`config.mk`:
```
export PLATFORM = sky130hd
export DESIGN_NAME = q_op_sequencer
export DESIGN_NICKNAME = d
export VERILOG_FILES = /design/src/rtl/qseq_pkg.sv /design/src/rtl/qseq_rot_counter.sv /design/src/rtl/q_op_sequencer.sv
export SDC_FILE = /design/constraint.sdc
export NUM_CORES = 1
export LEC_CHECK = 0
export CORE_ASPECT_RATIO = 2
export CORE_UTILIZATION = 34
export DETAILED_ROUTE_END_ITERATION = 10
export MAX_ROUTING_LAYER = met4
export PLACE_DENSITY = 0.88
export SLEW_MARGIN = 30
export SYNTH_ARGS = -nofsm -noshare
export SYNTH_HDL_FRONTEND = slang
export SYNTH_SLANG_ARGS = --single-unit
```
`constraint.sdc`:
```
create_clock -name clk -period 2.9 [get_ports clk]
set_clock_uncertainty 0.05 [all_clocks]
set_input_delay 0.29 -clock clk [delete_from_list [all_inputs] [get_ports clk]]
set_output_delay 0.29 -clock clk [all_outputs]
set_load 0.005 [all_outputs]
```
`src/rtl/qseq_pkg.sv`:
```
// Shared types and encodings for the Q/Q2 gate-operation sequencer.
package qseq_pkg;

    typedef enum logic [2:0] {
        IDLE      = 3'd0,
        INIT      = 3'd1,
        ROT_FWD   = 3'd2,
        MULT_WAIT = 3'd3,
        ROT_BACK  = 3'd4,
        DONE      = 3'd5
    } qseq_state_t;

    localparam logic LOAD     = 1'b0;
    localparam logic ROTATE   = 1'b1;
    localparam logic MUX_P    = 1'b0;
    localparam logic MUX_MULT = 1'b1;

endpackage

```
`src/rtl/qseq_rot_counter.sv`:
```
// Loadable down-counter with zero flag; times both the forward and back rotations.
module qseq_rot_counter
    import qseq_pkg::*;
#(
    parameter int CNT_W = 2
) (
    input  logic             clk,
    input  logic             rst_new,
    input  logic             i_load,
    input  logic [CNT_W-1:0] i_load_val,
    input  logic             i_dec,
    output logic [CNT_W-1:0] o_cnt,
    output logic             o_zero
);

    logic [CNT_W-1:0] r_cnt;

    always_ff @(posedge clk) begin
        if (rst_new) begin
            r_cnt <= '0;
        end else if (i_load) begin
            r_cnt <= i_load_val;
        end else if (i_dec) begin
            r_cnt <= r_cnt - 1'b1;
        end
    end

    assign o_cnt  = r_cnt;
    assign o_zero = (r_cnt == '0);

endmodule

```
`src/rtl/q_op_sequencer.sv`:
```
// Sequences the Q/Q2 bank through init, forward rotate, multiply beats, rotate back.
// Optional beat counter output enabled by defining QSEQ_BEAT_CNT_EN.
module q_op_sequencer
    import qseq_pkg::*;
#(
    parameter int num_qubit  = 4,
    parameter int max_vector = 2**num_qubit,
    parameter int TGT_W      = $clog2(num_qubit)
) (
    input  logic                    clk,
    input  logic                    rst_new,
    input  logic                    cmd_valid,
    output logic                    cmd_ready,
    input  logic [TGT_W-1:0]        cmd_tgt,
    input  logic                    cmd_no_mult,
    input  logic                    mult_valid,
    output logic                    mult_ready,
    input  logic                    mult_last,
    input  logic [0:max_vector-1]   mult_en_Q,
    input  logic [0:max_vector-1]   mult_en_Q2,
    output logic [0:max_vector-1]   ld_Q,
    output logic [0:max_vector-1]   ld_Q2,
    output logic                    load_rotate_Q,
    output logic                    load_Q_mux,
    output logic                    busy,
    output logic                    done,
    output logic                    cmd_err
`ifdef QSEQ_BEAT_CNT_EN
    ,
    output logic [$clog2(max_vector):0] beat_cnt
`endif
);

    localparam int CNT_W = (num_qubit > 2) ? $clog2(num_qubit) : 1;

    qseq_state_t      r_state;
    qseq_state_t      w_state_nxt;
    logic [TGT_W-1:0] r_tgt;
    logic             r_no_mult;
    logic             r_err;
    logic             w_accept;
    logic             w_bad_tgt;
    logic             w_cnt_load;
    logic             w_cnt_dec;
    logic [CNT_W-1:0] w_cnt_val;
    logic [CNT_W-1:0] w_cnt;
    logic             w_cnt_zero;
    logic             w_tgt_nz;

    assign w_bad_tgt = (int'(cmd_tgt) >= num_qubit);
    assign w_tgt_nz  = (r_tgt != '0);
    assign cmd_err   = r_err;

    qseq_rot_counter #(
        .CNT_W (CNT_W)
    ) u_rot_cnt (
        .clk        (clk),
        .rst_new    (rst_new),
        .i_load     (w_cnt_load),
        .i_load_val (w_cnt_val),
        .i_dec      (w_cnt_dec),
        .o_cnt      (w_cnt),
        .o_zero     (w_cnt_zero)
    );

    always_ff @(posedge clk) begin
        if (rst_new) begin
            r_state   <= IDLE;
            r_tgt     <= '0;
            r_no_mult <= 1'b0;
            r_err     <= 1'b0;
        end else begin
            r_state <= w_state_nxt;
            r_err   <= w_accept && w_bad_tgt;
            if (w_accept) begin
                r_tgt     <= cmd_tgt;
                r_no_mult <= cmd_no_mult;
            end
        end
    end

    always_comb begin
        w_state_nxt   = r_state;
        cmd_ready     = 1'b0;
        busy          = 1'b1;
        done          = 1'b0;
        mult_ready    = 1'b0;
        ld_Q          = '0;
        ld_Q2         = '0;
        load_rotate_Q = LOAD;
        load_Q_mux    = MUX_P;
        w_accept      = 1'b0;
        w_cnt_load    = 1'b0;
        w_cnt_dec     = 1'b0;
        w_cnt_val     = '0;
        case (r_state)
            IDLE: begin
                busy      = 1'b0;
                cmd_ready = 1'b1;
                if (cmd_valid) begin
                    w_accept = 1'b1;
                    if (!w_bad_tgt) begin
                        w_state_nxt = INIT;
                    end
                end
            end
            INIT: begin
                ld_Q  = '1;
                ld_Q2 = '1;
                if (w_tgt_nz) begin
                    w_state_nxt = ROT_FWD;
                    w_cnt_load  = 1'b1;
                    w_cnt_val   = CNT_W'(int'(r_tgt) - 1);
                end else if (r_no_mult) begin
                    w_state_nxt = DONE;
                end else begin
                    w_state_nxt = MULT_WAIT;
                end
            end
            ROT_FWD: begin
                ld_Q          = '1;
                ld_Q2         = '1;
                load_rotate_Q = ROTATE;
                if (!w_cnt_zero) begin
                    w_cnt_dec = 1'b1;
                end else if (r_no_mult) begin
                    w_state_nxt = ROT_BACK;
                    w_cnt_load  = 1'b1;
                    w_cnt_val   = CNT_W'(num_qubit - int'(r_tgt) - 1);
                end else begin
                    w_state_nxt = MULT_WAIT;
                end
            end
            MULT_WAIT: begin
                mult_ready = 1'b1;
                load_Q_mux = MUX_MULT;
                if (mult_valid) begin
                    ld_Q  = mult_en_Q;
                    ld_Q2 = mult_en_Q2;
                    if (mult_last) begin
                        if (w_tgt_nz) begin
                            w_state_nxt = ROT_BACK;
                            w_cnt_load  = 1'b1;
                            w_cnt_val   = CNT_W'(num_qubit - int'(r_tgt) - 1);
                        end else begin
                            w_state_nxt = DONE;
                        end
                    end
                end
            end
            ROT_BACK: begin
                // Back rotation completes a full num_qubit turn, restoring column order.
                ld_Q          = '1;
                ld_Q2         = '1;
                load_rotate_Q = ROTATE;
                if (w_cnt_zero) begin
                    w_state_nxt = DONE;
                end else begin
                    w_cnt_dec = 1'b1;
                end
            end
            DONE: begin
                done        = 1'b1;
                w_state_nxt = IDLE;
            end
            default: begin
                w_state_nxt = IDLE;
            end
        endcase
    end

`ifdef QSEQ_BEAT_CNT_EN
    logic [$clog2(max_vector):0] r_beat_cnt;
    logic                        w_beat;

    assign w_beat   = (r_state == MULT_WAIT) && mult_valid;
    assign beat_cnt = r_beat_cnt;

    always_ff @(posedge clk) begin
        if (rst_new) begin
            r_beat_cnt <= '0;
        end else if (w_accept) begin
            r_beat_cnt <= '0;
        end else if (w_beat && (r_beat_cnt != '1)) begin
            r_beat_cnt <= r_beat_cnt + 1'b1;
        end
    end
`endif

endmodule

```
==> results of run 1 <==
==> per-stage QoR <==
step,total power [µW],instances
2_1_floorplan,851,154
3_3_place_gp,1840,248
5_1_grt,2180,251
6_report,1990,251
4_1_cts,2000,251
3_5_place_dp,1860,248
==> synthesized netlist by cell type, types with 2 or more instances <==
| cell | number |
|---|---|
| inv_1 | 7 |
| and2_1 | 2 |
| nor2_1 | 8 |
| o21a_1 | 2 |
| nand3b_1 | 2 |
| mux2i_1 | 3 |
| nor3_1 | 3 |
| nand3_1 | 2 |
| o32ai_1 | 2 |
| nand2_1 | 67 |
| xnor2_1 | 2 |
| a21oi_1 | 3 |
| and3_1 | 3 |
| buf_4 | 7 |
| o22a_1 | 2 |
| nand2b_1 | 2 |
| nor2b_1 | 2 |
| o21ai_0 | 2 |
| dfxtp_1 | 8 |
| o31ai_2 | 2 |
| buf_2 | 6 |
==> layer usage <==
metal / up-vias / global-route usage / part of all wire
li1: 632 / - / -
met3: 13 / 0.0408 / 0.081
met2: 74 / 0.383 / 0.53
met4: 0 / 0.134 / 0.039
met1: 525 / 0.179 / 0.35
met5: - / - / 0
==> area by class of cell <==
type	count	share of cell area
clock buffer	3	0.0241
sequential	8	0.0934
multi-input combinational	125	0.384
timing repair buffer	80	0.463
inverter	7	0.0153
tap	28	0.0204
==> flip-flops by register name, indices dropped and copies added (netlist names) <==
register	count
u_rot_cnt.o_cnt	2
r_no_mult	1
r_state	3
r_tgt	2
==> cell families (layout without fill, tap and decap cells) <==
group	after synthesis	in the layout
xor+xnor	3	3
simple gates	96	96
compound gates	20	20
flops	8	8
buf+inv	21	90
fa+ha+maj	1	1
mux	4	4
other cells	1	1
==> worst min-delay path, stage by stage (launching register included) <==
cell	delay [ns]
dfxtp_1	0.36
nand3_1	0.09
a311oi_1	0.08
==> worst max-delay path by stage <==
stage,start,endpoint,slack (ns),depth (start not counted)
floorplan,r_state[2]$_SDFFE_PP0P_,ld_Q2[0],1.46,5
global placement,mult_valid,ld_Q[15],0.60,6
detailed placement,mult_valid,ld_Q[15],0.58,6
CTS,r_state[2]$_SDFFE_PP0P_,ld_Q[15],0.39,6
global route,r_state[2]$_SDFFE_PP0P_,ld_Q[15],0.23,6
finish,r_state[2]$_SDFFE_PP0P_,ld_Q[15],0.40,6
==> where the power goes <==
group	switching (µW)	internal (µW)
Sequential	56.5	145
Clock	52.3	90.7
Combinational	618	1030
Total	727	1260
==> results.sh, run 1 <==
export IMPL_status="complete, no violations"
export IMPL_antenna_found_initial=0
export IMPL_final_cell_mix="clkdlybuf4s50_1, nand2_1, nor2_1, dfxtp_1, inv_1"
export IMPL_powerDensity_nw_per_um2=1160
export IMPL_fin_util=0.667
export IMPL_r2r_start="r_state[2]$_SDFFE_PP0P_"
export IMPL_synth_warnings=0
export IMPL_synthAdderAreaFrac=0.0134
export IMPL_drt_wirelength_per_cell_um=11.5
export IMPL_postCtsHoldBufs=0
export IMPL_htreeDepth=1
export IMPL_cp_slowest_cell="clkdlybuf4s50_1"
export IMPL_synth_distinct_cells=38
export IMPL_path_max_fanout=30
export IMPL_track_usage=0.214
export IMPL_die_x_um=39
export IMPL_crit_chain="nor2b_1 -> and3_1 -> buf_4 -> nand2_1 -> nand2_1 -> clkdlybuf4s50_1"
export IMPL_drt_total_wl_um=2890
export IMPL_ff2ff_path_depth=4
export IMPL_hp_class="reg2reg"
export IMPL_rsz0062_at_grt="false"
export IMPL_syn_nets=195
export IMPL_path_class="reg2out"
export IMPL_maxCapViolCount=0
export IMPL_syn_to_final_growth_pct=84.1
export IMPL_fin_area_um2=1710
export IMPL_ios=79
export IMPL_min_from="r_no_mult$_SDFFE_PP0P_"
export IMPL_synth_enable_flop_cells=0
export IMPL_worst_path_buf_inv=2
export IMPL_cts_tree="done"
export IMPL_cp_arrival_ns=2.16
export IMPL_grt_pass1_vias=1154
export IMPL_finalCritPeriodShare=0.864
export IMPL_place_ws_ns=0.580
export IMPL_post_dp_hpwl_um=2260
export IMPL_critical_path_max_stage_delay_ns=0.50
export IMPL_postCtsSetupBuffers=0
export IMPL_max_slew_worst_pin_slew_ns=0.539
export IMPL_ys_flop_type="dfxtp_1"
export IMPL_clockRootBuffer="clkbuf_8"
export IMPL_core_area_um2=2570
export IMPL_multi_input_area_um2=658
export IMPL_die_height_um=76
export IMPL_synth_cells=154
export IMPL_crit_top_cell="nand2_1"
export IMPL_nFillCells=223
export IMPL_clk_latency_ns=0.24
export IMPL_nets=266
export IMPL_diodes=0
export IMPL_finalSetupViolations=0
export IMPL_portBuffers=77
export IMPL_hold_viol=0
export IMPL_synth_top_family_by_area="simple AND/OR/NAND/NOR gates"
export IMPL_clkSlewWorstSetupHoldPaths_ns=0.05
export IMPL_grt_max_degree=31
export IMPL_min_to="r_state[2]$_SDFFE_PP0P_"
export IMPL_yosys_top_cells_area="nand2_1, dfxtp_1, buf_4"
export IMPL_synth_area_mux_share=0.0444
export IMPL_firstDrtPassIters=4
export IMPL_cp_end_kind="output pin"
export IMPL_remaining_drc_errors=0
export IMPL_post_dp_cell_area_um2=1670
export IMPL_final_common_cell="clkdlybuf4s50_1"
export IMPL_yosysTopAreaCellShare=0.270
export IMPL_critPathTopFamily="buffers and inverters"
export IMPL_required_ns=2.56
export IMPL_vias=1244
export IMPL_whs_ns=0.517
export IMPL_drt_iter0_drc=30
export IMPL_clock_sinks=8
export IMPL_grt_pass1_wl_um=4640
export IMPL_numCtsBuffers=3
export IMPL_period_needed_ns=2.50
export IMPL_ir_worst_vdd_uv=731
export IMPL_synth_compound_area_frac=0.165
export IMPL_initial_core_util=0.362
export IMPL_ys_seq_elements=8
export IMPL_rows=26
export IMPL_ctsLongestPathBuffers=2
export IMPL_vias_per_cell=4.96
export IMPL_final_layout_size_suffix_gt1_frac=0.0538
export IMPL_die_area_um2=2960
export IMPL_post_cts_resized=0
export IMPL_max_slew_margin=0.640
export IMPL_ys_seq_area_frac=0.172
export IMPL_gp_congestion=0.817
export IMPL_syn_area_um2=931
export IMPL_synth_xor_area_frac=0.0282
export IMPL_postSynthAreaPerCell_um2=6.04
export IMPL_maxSlewViolCount=0
export IMPL_p_leak_uw=0.000771
export IMPL_regArea_um2=160
export IMPL_synth_async_reset_ratio=0
export IMPL_globalRouteOverflowTotal=0
export IMPL_max_freq_mhz=399
export IMPL_start_kind="register"
export IMPL_post_synth_and_or_nand_nor_area_fraction=0.452
export IMPL_finalSetupTns_ns=0
export IMPL_ant_nets=0
export IMPL_worst_slack_ns=0.395
export IMPL_worstHoldPathCells=2
export IMPL_yosysTopAreaCell="nand2_1"
export IMPL_r2r_end="u_rot_cnt.o_cnt[1]$_SDFFE_PP0P_"
export IMPL_r2r_slack_ns=1.26
Note: power is estimated with default switching activity, not from simulation.
==> run 2: changes to the inputs <==
- CORE_ASPECT_RATIO: 2 -> 1.4
- CORE_MARGIN: not set -> 4
==> results.sh, run 2 (synthesized netlist as in run 1, its figures left out) <==
export IMPL_final_layout_size_suffix_gt1_frac=0.0538
export IMPL_cp_arrival_ns=2.14
export IMPL_critPathTopFamily="buffers and inverters"
export IMPL_max_slew_worst_pin_slew_ns=0.511
export IMPL_grt_pass1_wl_um=4970
export IMPL_dp_cells=256
export IMPL_track_usage=0.178
export IMPL_grt_pass1_vias=1106
export IMPL_status="complete, no violations"
export IMPL_ir_worst_vdd_uv=630
export IMPL_portBuffers=77
export IMPL_start_kind="register"
export IMPL_netSwitchingPower_uw=738
export IMPL_cp_end_kind="output pin"
export IMPL_drt_wirelength_per_cell_um=12.4
export IMPL_crit_chain="nor2b_1 -> and3_1 -> buf_4 -> nand2_1 -> nand2_1 -> clkdlybuf4s50_1"
export IMPL_path_max_fanout=32
export IMPL_post_dp_hpwl_um=2640
export IMPL_finalCritPeriodShare=0.856
export IMPL_cts_tree="done"
export IMPL_internal_power_uw=1220
export IMPL_initial_core_util=0.356
export IMPL_htreeDepth=1
export IMPL_ant_nets=0
export IMPL_syn_to_final_growth_pct=83.2
export IMPL_globalRouteOverflowTotal=0
export IMPL_clk_latency_ns=0.26
export IMPL_die_area_um2=3650
export IMPL_antenna_found_initial=0
export IMPL_firstDrtPassIters=4
export IMPL_max_slew_margin=0.659
export IMPL_required_ns=2.56
export IMPL_final_cells=259
export IMPL_nets=266
export IMPL_period_needed_ns=2.48
export IMPL_finalSetupViolations=0
export IMPL_final_common_cell="clkdlybuf4s50_1"
export IMPL_rsz0062_at_grt="false"
export IMPL_finalSetupTns_ns=0
export IMPL_maxCapViolCount=0
export IMPL_die_height_um=69.9
export IMPL_r2r_slack_ns=1.29
export IMPL_drt_iter0_drc=25
export IMPL_max_freq_mhz=403
export IMPL_core_area_um2=2620
export IMPL_maxSlewViolCount=0
export IMPL_rows=22
export IMPL_final_cell_mix="clkdlybuf4s50_1, nand2_1, nor2_1, dfxtp_1, inv_1"
export IMPL_vias_per_cell=4.73
export IMPL_vias=1225
export IMPL_cp_slowest_cell="clkdlybuf4s50_1"
export IMPL_combPwrFrac=0.855
export IMPL_hp_class="reg2reg"
export IMPL_remaining_drc_errors=0
export IMPL_ctsLongestPathBuffers=2
export IMPL_p_clk_frac=0.044
export IMPL_clock_sinks=8
export IMPL_regMostFlops="r_state"
export IMPL_powerDensity_nw_per_um2=1150
export IMPL_numCtsBuffers=3
export IMPL_postCtsSetupBuffers=0
export IMPL_largest_reg_flops=3
export IMPL_post_cts_resized=0
export IMPL_clkSlewWorstSetupHoldPaths_ns=0.05
export IMPL_grt_max_degree=33
export IMPL_p_leak_uw=0.000763
export IMPL_ios=79
export IMPL_gp_congestion=0.868
export IMPL_clockRootBuffer="clkbuf_4"
export IMPL_diodes=0
export IMPL_worst_path_buf_inv=2
export IMPL_die_x_um=52.2
export IMPL_hold_viol=0
export IMPL_critical_path_max_stage_delay_ns=0.50
export IMPL_drt_total_wl_um=3210
export IMPL_crit_top_cell="nand2_1"
export IMPL_postCtsHoldBufs=0
export IMPL_path_class="reg2out"
export IMPL_p_seq_frac=0.100
export IMPL_switching_share=0.376
## run 2: final timing paths
path,from,end,cells after the start
max,r_state[2]$_SDFFE_PP0P_,ld_Q2[12],6
min,r_no_mult$_SDFFE_PP0P_,r_state[2]$_SDFFE_PP0P_,2
min reg2reg,r_no_mult$_SDFFE_PP0P_,r_state[2]$_SDFFE_PP0P_,2
max reg2reg,r_state[2]$_SDFFE_PP0P_,u_rot_cnt.o_cnt[1]$_SDFFE_PP0P_,4
## run 2: stage by stage
stage,utilization,hold WS [ns],cell area [µm²],setup slack (ns),total power [µW]
floorplan,-,0.387,931,1.46,851
global placement,0.644,0.500,1680,0.623,1870
detailed placement,0.644,0.501,1680,0.610,1900
CTS,0.652,0.508,1710,0.411,1980
global route,0.652,0.535,1710,0.276,2130
finish,0.652,0.508,1710,0.419,1960
## run 2: cell type report
type                       instances  area [µm²]
multi-input combinational        125         658
inverter                           7        26.3
fill                             248         910
timing repair buffer              80         793
tap                               36        45.0
sequential                         8         160
clock buffer                       3        22.5
## run 2: tightest hold or removal path, cell delays in order, from the launching register on
cell	delay, ns
dfxtp_1	0.35
nand3_1	0.08
a311oi_1	0.09
## run 2: power groups by stage
stage | logic, µW | clock network (µW) | registers (µW)
finish | 1680 | 87.0 | 197
floorplan | 676 | 0 | 175
global route | 1830 | 95.7 | 203
CTS | 1700 | 88.8 | 196
detailed placement | 1700 | 0 | 199
global placement | 1670 | 0 | 198
## run 2: routing by layer
metal  wire length, µm  up-vias  track usage
met2              1470       73        0.312
met3               425        6       0.0469
met1              1250      515        0.183
li1                  -      631            -
met5                 0        -            -
met4                65        0       0.0710
==> run 3: changes to the inputs <==
- SKIP_LAST_GASP: not set -> 1
==> results of run 3 <==
The final DEF is identical to that of run 2; final timing and power are the same.
